==> src/rtl/pic_pkg.sv <==
// Shared types and constants for the 8259 control-word register file:
// init FSM states, ICW/OCW word numbers, control-bit positions, read sources.
package pic_pkg;

    typedef enum logic [2:0] {
        ST_UNINIT = 3'd0,
        ST_W_ICW2 = 3'd1,
        ST_W_ICW3 = 3'd2,
        ST_W_ICW4 = 3'd3,
        ST_READY  = 3'd4
    } pic_state_e;

    typedef enum logic [1:0] {
        RD_SRC_IRR  = 2'd0,
        RD_SRC_ISR  = 2'd1,
        RD_SRC_IMR  = 2'd2,
        RD_SRC_POLL = 2'd3
    } rd_src_e;

    localparam logic [1:0] ICW1_NR = 2'd0;
    localparam logic [1:0] ICW2_NR = 2'd1;
    localparam logic [1:0] ICW3_NR = 2'd2;
    localparam logic [1:0] ICW4_NR = 2'd3;
    localparam logic [1:0] OCW1_NR = 2'd0;
    localparam logic [1:0] OCW2_NR = 2'd1;
    localparam logic [1:0] OCW3_NR = 2'd2;

    localparam int unsigned ICW1_LTIM_BIT = 32'd3;
    localparam int unsigned ICW1_SNGL_BIT = 32'd1;
    localparam int unsigned ICW1_IC4_BIT  = 32'd0;
    localparam int unsigned ICW4_SFNM_BIT = 32'd4;
    localparam int unsigned ICW4_AEOI_BIT = 32'd1;

    localparam int unsigned OCW2_R_BIT    = 32'd7;
    localparam int unsigned OCW2_SL_BIT   = 32'd6;
    localparam int unsigned OCW2_EOI_BIT  = 32'd5;

    localparam int unsigned OCW3_ESMM_BIT = 32'd6;
    localparam int unsigned OCW3_SMM_BIT  = 32'd5;
    localparam int unsigned OCW3_P_BIT    = 32'd2;
    localparam int unsigned OCW3_RR_BIT   = 32'd1;
    localparam int unsigned OCW3_RIS_BIT  = 32'd0;

    // A pending poll outranks the A0 select; A0=0 then picks ISR or IRR via ris.
    function automatic rd_src_e rd_src_sel(input logic poll_pend,
                                           input logic a0,
                                           input logic ris);
        rd_src_e src;
        if (poll_pend) begin
            src = RD_SRC_POLL;
        end else if (a0) begin
            src = RD_SRC_IMR;
        end else if (ris) begin
            src = RD_SRC_ISR;
        end else begin
            src = RD_SRC_IRR;
        end
        return src;
    endfunction

endpackage

==> src/rtl/pic_readback_mux.sv <==
// Registered read-back path: selects poll/IMR/ISR/IRR and returns it one
// cycle after rd_stb; rd_data holds between reads.
module pic_readback_mux
    import pic_pkg::*;
(
    input  logic       clk,
    input  logic       rst_n,
    input  logic       rd_stb,
    input  logic       rd_a0,
    input  logic       poll_pend,
    input  logic       ris,
    input  logic [7:0] irr,
    input  logic [7:0] isr,
    input  logic [7:0] imr,
    input  logic [7:0] poll_word,
    output logic       poll_taken,
    output logic [7:0] rd_data,
    output logic       rd_vld,
    output logic       poll_ack
);

    rd_src_e    src_s;
    logic [7:0] word_s;
    logic [7:0] rd_data_r;
    logic       rd_vld_r;
    logic       poll_ack_r;

    // Source selection for the word captured on this read.
    always_comb begin
        src_s = rd_src_sel(poll_pend, rd_a0, ris);
        case (src_s)
            RD_SRC_POLL: word_s = poll_word;
            RD_SRC_IMR:  word_s = imr;
            RD_SRC_ISR:  word_s = isr;
            RD_SRC_IRR:  word_s = irr;
            default:     word_s = irr;
        endcase
    end

    // Read-back registers; data only updates on a read.
    always_ff @(posedge clk or negedge rst_n) begin
        if (!rst_n) begin
            rd_data_r  <= 8'h00;
            rd_vld_r   <= 1'b0;
            poll_ack_r <= 1'b0;
        end else begin
            rd_vld_r   <= rd_stb;
            poll_ack_r <= rd_stb & poll_pend;
            if (rd_stb) begin
                rd_data_r <= word_s;
            end
        end
    end

    assign poll_taken = rd_stb & poll_pend;
    assign rd_data    = rd_data_r;
    assign rd_vld     = rd_vld_r;
    assign poll_ack   = poll_ack_r;

endmodule

==> src/rtl/pic_ctrl_regs.sv <==
// 8259 control-word register file: ICW1-4 init sequence, IMR and mode
// fields, OCW2 command pulses and the read-back path.
module pic_ctrl_regs
    import pic_pkg::*;
#(
    parameter logic [7:0] RESET_IMR = 8'hFF,
    parameter logic [4:0] RESET_VEC = 5'h00
) (
    input  logic       clk,
    input  logic       rst_n,
    input  logic       wr_stb,
    input  logic       wr_type,
    input  logic [1:0] wr_nr,
    input  logic [7:0] wr_data,
    input  logic       rd_stb,
    input  logic       rd_a0,
    input  logic [7:0] irr,
    input  logic [7:0] isr,
    input  logic [7:0] poll_word,
    output logic [7:0] imr,
    output logic [4:0] vector_base,
    output logic       ltim,
    output logic       sngl,
    output logic [7:0] cascade,
    output logic       aeoi,
    output logic       sfnm,
    output logic       init_done,
    output logic       init_clr,
    output logic       eoi_vld,
    output logic       eoi_spec,
    output logic [2:0] eoi_lvl,
    output logic       rot_vld,
    output logic       smm,
    output logic       poll_ack,
    output logic [7:0] rd_data,
    output logic       rd_vld
);

    pic_state_e state_r;
    pic_state_e state_s;

    logic       icw_wr_s;
    logic       ocw_wr_s;
    logic       icw1_s;
    logic       icw2_s;
    logic       icw3_s;
    logic       icw4_s;
    logic       ocw1_s;
    logic       ocw2_s;
    logic       ocw3_s;
    logic       poll_taken_s;

    logic [7:0] imr_r;
    logic [4:0] vector_base_r;
    logic       ltim_r;
    logic       sngl_r;
    logic       ic4_r;
    logic [7:0] cascade_r;
    logic       aeoi_r;
    logic       sfnm_r;
    logic       init_done_r;
    logic       init_clr_r;
    logic       eoi_vld_r;
    logic       eoi_spec_r;
    logic [2:0] eoi_lvl_r;
    logic       rot_vld_r;
    logic       smm_r;
    logic       ris_r;
    logic       poll_pend_r;

    // Write decode and init-sequence next state; ICW1 restarts from any state.
    always_comb begin
        icw_wr_s = wr_stb & wr_type;
        ocw_wr_s = wr_stb & ~wr_type & (state_r == ST_READY);
        icw1_s   = icw_wr_s & (wr_nr == ICW1_NR);
        ocw1_s   = ocw_wr_s & (wr_nr == OCW1_NR);
        ocw2_s   = ocw_wr_s & (wr_nr == OCW2_NR);
        ocw3_s   = ocw_wr_s & (wr_nr == OCW3_NR);
        icw2_s   = 1'b0;
        icw3_s   = 1'b0;
        icw4_s   = 1'b0;
        state_s  = state_r;
        if (icw1_s) begin
            state_s = ST_W_ICW2;
        end else if (icw_wr_s) begin
            case (state_r)
                ST_W_ICW2: begin
                    if (wr_nr == ICW2_NR) begin
                        icw2_s = 1'b1;
                        if (!sngl_r) begin
                            state_s = ST_W_ICW3;
                        end else if (ic4_r) begin
                            state_s = ST_W_ICW4;
                        end else begin
                            state_s = ST_READY;
                        end
                    end else begin
                        state_s = state_r;
                    end
                end
                ST_W_ICW3: begin
                    if (wr_nr == ICW3_NR) begin
                        icw3_s  = 1'b1;
                        state_s = ic4_r ? ST_W_ICW4 : ST_READY;
                    end else begin
                        state_s = state_r;
                    end
                end
                ST_W_ICW4: begin
                    if (wr_nr == ICW4_NR) begin
                        icw4_s  = 1'b1;
                        state_s = ST_READY;
                    end else begin
                        state_s = state_r;
                    end
                end
                default: state_s = state_r;
            endcase
        end else begin
            state_s = state_r;
        end
    end

    // Init FSM state register and its READY flag.
    always_ff @(posedge clk or negedge rst_n) begin
        if (!rst_n) begin
            state_r     <= ST_UNINIT;
            init_done_r <= 1'b0;
        end else begin
            state_r     <= state_s;
            init_done_r <= (state_s == ST_READY);
        end
    end

    // Initialization words: mode latches, vector base and cascade map.
    always_ff @(posedge clk or negedge rst_n) begin
        if (!rst_n) begin
            vector_base_r <= RESET_VEC;
            ltim_r        <= 1'b0;
            sngl_r        <= 1'b0;
            ic4_r         <= 1'b0;
            cascade_r     <= 8'h00;
            aeoi_r        <= 1'b0;
            sfnm_r        <= 1'b0;
        end else begin
            if (icw1_s) begin
                ltim_r <= wr_data[ICW1_LTIM_BIT];
                sngl_r <= wr_data[ICW1_SNGL_BIT];
                ic4_r  <= wr_data[ICW1_IC4_BIT];
                aeoi_r <= 1'b0;
                sfnm_r <= 1'b0;
            end else if (icw4_s) begin
                aeoi_r <= wr_data[ICW4_AEOI_BIT];
                sfnm_r <= wr_data[ICW4_SFNM_BIT];
            end
            if (icw2_s) begin
                vector_base_r <= wr_data[7:3];
            end
            if (icw3_s) begin
                cascade_r <= wr_data;
            end
        end
    end

    // Operational state: mask, special mask mode, read select and poll request.
    always_ff @(posedge clk or negedge rst_n) begin
        if (!rst_n) begin
            imr_r       <= RESET_IMR;
            smm_r       <= 1'b0;
            ris_r       <= 1'b0;
            poll_pend_r <= 1'b0;
        end else if (icw1_s) begin
            imr_r       <= 8'h00;
            smm_r       <= 1'b0;
            ris_r       <= 1'b0;
            poll_pend_r <= 1'b0;
        end else begin
            if (ocw1_s) begin
                imr_r <= wr_data;
            end
            if (ocw3_s && wr_data[OCW3_RR_BIT]) begin
                ris_r <= wr_data[OCW3_RIS_BIT];
            end
            if (ocw3_s && wr_data[OCW3_ESMM_BIT]) begin
                smm_r <= wr_data[OCW3_SMM_BIT];
            end
            // A new poll request wins over the one being consumed this cycle.
            if (ocw3_s && wr_data[OCW3_P_BIT]) begin
                poll_pend_r <= 1'b1;
            end else if (poll_taken_s) begin
                poll_pend_r <= 1'b0;
            end
        end
    end

    // Single-cycle command pulses toward the priority resolver.
    always_ff @(posedge clk or negedge rst_n) begin
        if (!rst_n) begin
            init_clr_r <= 1'b0;
            eoi_vld_r  <= 1'b0;
            eoi_spec_r <= 1'b0;
            eoi_lvl_r  <= 3'd0;
            rot_vld_r  <= 1'b0;
        end else begin
            init_clr_r <= icw1_s;
            eoi_vld_r  <= ocw2_s & wr_data[OCW2_EOI_BIT];
            eoi_spec_r <= ocw2_s & wr_data[OCW2_SL_BIT];
            eoi_lvl_r  <= ocw2_s ? wr_data[2:0] : 3'd0;
            rot_vld_r  <= ocw2_s & wr_data[OCW2_R_BIT];
        end
    end

    pic_readback_mux u_readback (
        .clk        (clk),
        .rst_n      (rst_n),
        .rd_stb     (rd_stb),
        .rd_a0      (rd_a0),
        .poll_pend  (poll_pend_r),
        .ris        (ris_r),
        .irr        (irr),
        .isr        (isr),
        .imr        (imr_r),
        .poll_word  (poll_word),
        .poll_taken (poll_taken_s),
        .rd_data    (rd_data),
        .rd_vld     (rd_vld),
        .poll_ack   (poll_ack)
    );

    assign imr         = imr_r;
    assign vector_base = vector_base_r;
    assign ltim        = ltim_r;
    assign sngl        = sngl_r;
    assign cascade     = cascade_r;
    assign aeoi        = aeoi_r;
    assign sfnm        = sfnm_r;
    assign init_done   = init_done_r;
    assign init_clr    = init_clr_r;
    assign eoi_vld     = eoi_vld_r;
    assign eoi_spec    = eoi_spec_r;
    assign eoi_lvl     = eoi_lvl_r;
    assign rot_vld     = rot_vld_r;
    assign smm         = smm_r;

endmodule

==> config.mk <==
export PLATFORM = sky130hd
export DESIGN_NAME = pic_ctrl_regs
export DESIGN_NICKNAME = d
export VERILOG_FILES = /design/src/rtl/pic_pkg.sv /design/src/rtl/pic_readback_mux.sv /design/src/rtl/pic_ctrl_regs.sv
export SDC_FILE = /design/constraint.sdc
export NUM_CORES = 1
export LEC_CHECK = 0
export ABC_AREA = 1
export ABC_CLOCK_PERIOD_IN_PS = 1700
export CAP_MARGIN = 10
export CORE_UTILIZATION = 44
export DETAILED_ROUTE_END_ITERATION = 16
export GPL_TIMING_DRIVEN = 0
export PLACE_DENSITY_LB_ADDON = 0.25
export SETUP_SLACK_MARGIN = 0.02
export SLEW_MARGIN = 25
export SYNTH_ARGS = -nofsm -noshare
export SYNTH_HDL_FRONTEND = slang
export SYNTH_SLANG_ARGS = --single-unit
==> constraint.sdc <==
create_clock -name clk -period 1.7 [get_ports clk]
set_clock_uncertainty 0.15 [all_clocks]
set_input_delay 0.51 -clock clk [delete_from_list [all_inputs] [get_ports clk]]
set_output_delay 0.51 -clock clk [all_outputs]
set_load 0.005 [all_outputs]
==> run metrics, run 1 <==
status=completed; antenna-violating nets left=0; CTS tree=built; Nets=414; commonest cells after routing, fill and taps aside=nand2_1, dfrtp_1, dlygate4sd2_1, inv_1, clkdlybuf4s50_1; #FFs+latches synth=50; Routability Congestion=0.864; Buf/Inv on CP=1; max_cap viols=0; DR DRC count=0; Post-Synthesis Cells=271; Final Hold Viols=0; pre-CTS setup slack=-0.441 ns; Post-CTS Hold Buffers=0; DR vias=2224; slowest CP cell=dfrtp_1; 1st-iter DRT viols=118; Die ar.=5520 sq um; Int Power=2.53 mW; critical path, cell by cell=dlygate4sd2_1; worst-path maximum fanout=2; Inst Count DP=421; commonest non-fill, non-tap cell in the layout=nand2_1; H-tree levels=2; vias in the first global route=2222; M2 GR Usage=42.8%; maximum clock rate=612 MHz; grt total ovfl=0; kind of end point of the critical path=primary output; later-pin clock latency in the skew report=0.30 ns; WP data arrival=0.97 ns; die span in x=74.3 um; Area growth, synth to finish=47.1%; synthesis warning total=0; HPWL Detailed=4610 um; max-slew violation count=0; Mapped Area=2300 sq um; class of the tightest hold or removal check=input pin to asynchronous set/reset pin; Non-Filler Instances=442; dpl cell area=3210 sq um; ANT cells=0; Tcrit/Tclk final=96.1%; count of different cell masters after synthesis=24; post-synthesis net count=311; Setup violations, final=0; routed wire length=6280 um; core area=4880 sq um; Num CTS Buffers=5; clock tree root driver cell=clkbuf_8; setup_tns=0 ns; Routed WL per cell=14.2 um; peak supply drop=0.670 mV; largest net degree at the start of global routing=51; leakage power=1.77 nW; Sw Ratio=33.1%; Worst R2R Start=poll_pend_r; sequential area share after synthesis=54.8%; PD cells=1120 nW/um^2; cell area after layout=3380 sq um; Syn Area/Cell=8.49 sq um; Clk pwr share=18.7%; M1 GR Usage=30.2%; row count=25; vias per std cell=5.03; Initial Util=47.1%; Global Route met3 Usage=5.01%; CP max stage delay=0.40 ns; Die Ht=74.3 um; sequential share of power=45.9%; Slew HR=59.1%; # port buffers=83; RSZ-0062 raised after global routing=no; Worst Setup SP=vector_base[0]; antenna violations before repair=0; Comb pwr share=35.4%; Top Ports=84; clk buf depth=2; Sw Pwr=1.25 mW; critical path's top delay family=flip-flops; share of cells above drive strength 1=17.3%; Worst setup SP type=register; Total GRT Usage=24.3%; PnR worst setup slack=0.0671 ns; Tmin final=1.63 ns; most used routing layer=met2; Crit Path Category=register to primary output; first-pass GRT wire length=10000 um; Worst-path clk slew=0.09 ns; CP required=1.04 ns; Tot Pwr=3.78 mW; worst slew pin tran=0.613 ns; # clock sinks=50; First-pass DRT Iterations=4
-- layer usage --
metal | vias up | part of all wire [%]
met5 | - | 0
met3 | 12 | 5.6
met1 | 1050 | 42
met4 | 0 | 1.9
met2 | 73 | 51
li1 | 1089 | -
-- sequential cells by signal (all words and copies together) (netlist names), 3 cells and up --
| register | flops |
|---|---|
| eoi_lvl | 3 |
| u_readback.rd_data | 8 |
| imr | 8 |
| vector_base | 5 |
| state_r | 3 |
| cascade | 8 |
-- through the flow --
stage	util, %	hold WS, ns
floorplan	-	0.0644
global placement	65.9	0.316
detailed placement	65.8	0.323
CTS	68.8	0.0829
global route	69.3	0.116
finish	69.3	0.0569
-- cell families (layout without fill, tap and decap cells) --
kind of cell	after synthesis	count (layout)	synth area share, %
buffers and inverters	48	152	8.76
AND/OR/NAND/NOR	113	113	22.2
AO/OA/AOI/OAI	60	60	14.2
flip-flops	50	50	54.8
-- what timing repair did --
action | CTS | global route
setup endpoints to repair | 76 | 42
cloned | 1 | 0
setup buffers | 12 | 0
pin swaps | 2 | 2
gates resized for setup | 84 | 16
-- power by group through the flow --
| stage | clock [mW] | sequential, mW | combinational (mW) |
|---|---|---|---|
| finish | 0.705 | 1.74 | 1.34 |
| global route | 0.744 | 1.78 | 1.51 |
| CTS | 0.711 | 1.73 | 1.33 |
| detailed placement | 0 | 1.76 | 1.42 |
| global placement | 0 | 1.75 | 1.40 |
| floorplan | 0 | 1.77 | 0.591 |
-- worst paths after layout --
check                                         to  slack (ns)  cells after the start
max reg2reg                          poll_pend_r        0.13                      3
max in group asynchronous  u_readback.rd_data[0]        0.92                      1
min in group clk           u_readback.rd_data[6]        0.34                      2
min                               vector_base[1]        0.06                      1
min reg2reg                u_readback.rd_data[6]        0.34                      2
max                               vector_base[0]        0.07                      1
-- final cells by class --
cell class	instances	area, sq um
buffer	7	48.8
multi-input combinational	173	897
sequential	50	1260
fill	421	1500
clock inverter	2	12.5
timing repair buffer	96	837
inverter	41	159
tap	67	83.8
clock buffer	6	82.6
-- synth_stat cells --
cell type | number | area, sq um
nand3_1 | 28 | 140
a31oi_1 | 1 | 6.26
nor3_1 | 1 | 5.00
buf_6 | 2 | 22.5
dfstp_2 | 8 | 210
a21oi_1 | 10 | 50.1
o21ai_1 | 8 | 40.0
nand3_2 | 2 | 20.0
a32o_1 | 1 | 10.0
o211ai_1 | 8 | 60.1
buf_4 | 1 | 7.51
nor2_2 | 4 | 25.0
nor2_1 | 18 | 67.6
nand2_4 | 2 | 22.5
nand2_1 | 55 | 206
nor2_4 | 1 | 11.3
buf_1 | 2 | 7.51
dfrtp_1 | 42 | 1050
inv_2 | 2 | 7.51
inv_1 | 38 | 143
nand2_2 | 2 | 12.5
buf_2 | 2 | 10.0
clkinv_1 | 1 | 3.75
o21ai_0 | 32 | 160
No activity file was read; power rests on OpenSTA's default activity.
==> inputs of run 2 (changes only) <==
--- a/config.mk
+++ b/config.mk
@@ -17,3 +17,4 @@
 export SYNTH_ARGS = -nofsm -noshare
 export SYNTH_HDL_FRONTEND = slang
 export SYNTH_SLANG_ARGS = --single-unit
+export TNS_END_PERCENT = 100
==> results of run 2 <==
No change in the layout: final DEF, timing and power equal those of run 1.
==> inputs of run 3 (changes only) <==
--- a/config.mk
+++ b/config.mk
@@ -8,6 +8,7 @@
 export ABC_AREA = 1
 export ABC_CLOCK_PERIOD_IN_PS = 1700
 export CAP_MARGIN = 10
+export CORE_ASPECT_RATIO = 1.75
 export CORE_UTILIZATION = 44
 export DETAILED_ROUTE_END_ITERATION = 16
 export GPL_TIMING_DRIVEN = 0
==> run 3 against run 2 <==
Compared with the run above: fmax increased by 0.15%; sequential cell count unchanged; global-route usage fell by 1.3 points; clock-buffer cell count unchanged; register-to-register slack hardly changed; first-iteration DRC count fell by 41%; die area is 0.21% higher; total power rose by 0.32%; critical path type unchanged; highest routed layer unchanged.
==> run metrics, run 3 (synthesized netlist as in run 1, its figures left out) <==
commonest non-fill, non-tap cell in the layout=nand2_1; die span in x=56.7 um; Inst Count DP=408; share of cells above drive strength 1=17.8%; maximum clock rate=613 MHz; slowest CP cell=dfrtp_1; antenna-violating nets left=0; 1st-iter DRT viols=70; ANT cells=0; clock tree root driver cell=clkbuf_8; Comb pwr share=34.9%; Worst Setup SP=sngl; clk buf depth=2; Nets=415; max_cap viols=0; WP data arrival=0.97 ns; commonest cells after routing, fill and taps aside=nand2_1, dfrtp_1, dlygate4sd2_1, inv_1, clkdlybuf4s50_1; grt total ovfl=0; critical path's top delay family=flip-flops; class of the tightest hold or removal check=input pin to asynchronous set/reset pin; # port buffers=83; DR vias=2216; Buf/Inv on CP=1; H-tree levels=2; WHS=0.0615 ns; Total GRT Usage=23.0%; Initial Util=46.2%; status=completed; Tcrit/Tclk final=95.9%; CP max stage delay=0.41 ns; Final Hold Viols=0; Slew HR=58.2%; Worst R2R Start=ris_r; core area=4980 sq um; worst slew pin tran=0.627 ns; First-pass DRT Iterations=4; worst-path maximum fanout=2; Worst setup SP type=register; later-pin clock latency in the skew report=0.30 ns; Num CTS Buffers=5; Sw Ratio=33.2%; routed wire length=6100 um; Routability Congestion=0.857; Top Ports=84; Tot Pwr=3.79 mW; post-layout util=68.0%; Die ar.=5530 sq um; Sw Pwr=1.26 mW; Worst-path clk slew=0.09 ns; Routed WL per cell=14.2 um; CP required=1.04 ns; Int Power=2.53 mW; HPWL Detailed=4560 um; Area growth, synth to finish=47.2%; Fill cells=436; kind of end point of the critical path=primary output; antenna violations before repair=0; Non-Filler Instances=430; area of the multi-input gates=896 sq um; # clock sinks=50; first-pass GRT wire length=9960 um; Tmin final=1.63 ns; Die Ht=97.6 um; setup_tns=0 ns; max-slew violation count=0; critical path, cell by cell=dlygate4sd2_1; CTS tree=built; vias per std cell=5.15; Setup violations, final=0; Clk pwr share=19.5%; vias in the first global route=2240; leakage power=1.77 nW; PD cells=1120 nW/um^2; R2R Setup Slk=0.13 ns; Crit Path Category=register to primary output; DR DRC count=0; row count=34; RSZ-0062 raised after global routing=no; sequential share of power=45.6%; largest net degree at the start of global routing=51; peak supply drop=1.03 mV; Register Area=1260 sq um
-- run 3: power by group through the flow --
stage	clock network (mW)	registers [mW]	logic, mW
2_1_floorplan	0	1.77	0.591
3_5_place_dp	0	1.77	1.41
3_3_place_gp	0	1.75	1.38
6_report	0.739	1.73	1.32
5_1_grt	0.799	1.77	1.49
4_1_cts	0.753	1.73	1.31
-- run 3: final timing paths --
check                                   endpoint  cells past startpoint
min in group clk                  vector_base[1]                      2
setup / recovery                            sngl                      1
max in group asynchronous  u_readback.rd_data[1]                      1
hold reg to reg                   vector_base[1]                      2
hold / removal             u_readback.rd_data[5]                      1
setup reg to reg           u_readback.rd_data[2]                      6
-- run 3: area by class of cell --
cell class / instances / share of cell area, %
buffer: 7 / 1.44
clock buffer: 6 / 2.44
clock inverter: 2 / 0.481
inverter: 41 / 4.77
multi-input combinational: 173 / 26.5
sequential: 50 / 37.3
tap: 54 / 2.00
timing repair buffer: 97 / 25.1
-- run 3: stage by stage --
| stage | instance area [sq um] | worst slack [ns] |
|---|---|---|
| 4_1_cts | 3310 | 0.0234 |
| 3_3_place_gp | 3200 | -1.41 |
| 5_1_grt | 3380 | 0.0268 |
| 6_report | 3380 | 0.0695 |
| 2_1_floorplan | 2300 | 0.196 |
| 3_5_place_dp | 3200 | -0.459 |
-- run 3: timing repair --
action / 4_1_cts / 5_1_grt
endpoints found under the hold margin: 0 / 0
setup endpoints to repair: 77 / 32
buffers inserted: 9 / 4
hold buffers: 0 / 0
pin swaps: 1 / 3
resized for setup: 81 / 12
cloned: 0 / 1
-- run 3: per-layer routing --
layer | global-route usage (%) | share of wire [%] | vias to the layer above
met5 | 0 | 0 | -
met1 | 25.5 | 38 | 1045
li1 | - | - | 1085
met2 | 41.9 | 55 | 70
met3 | 3.20 | 3.8 | 16
met4 | 10.7 | 3.2 | 0
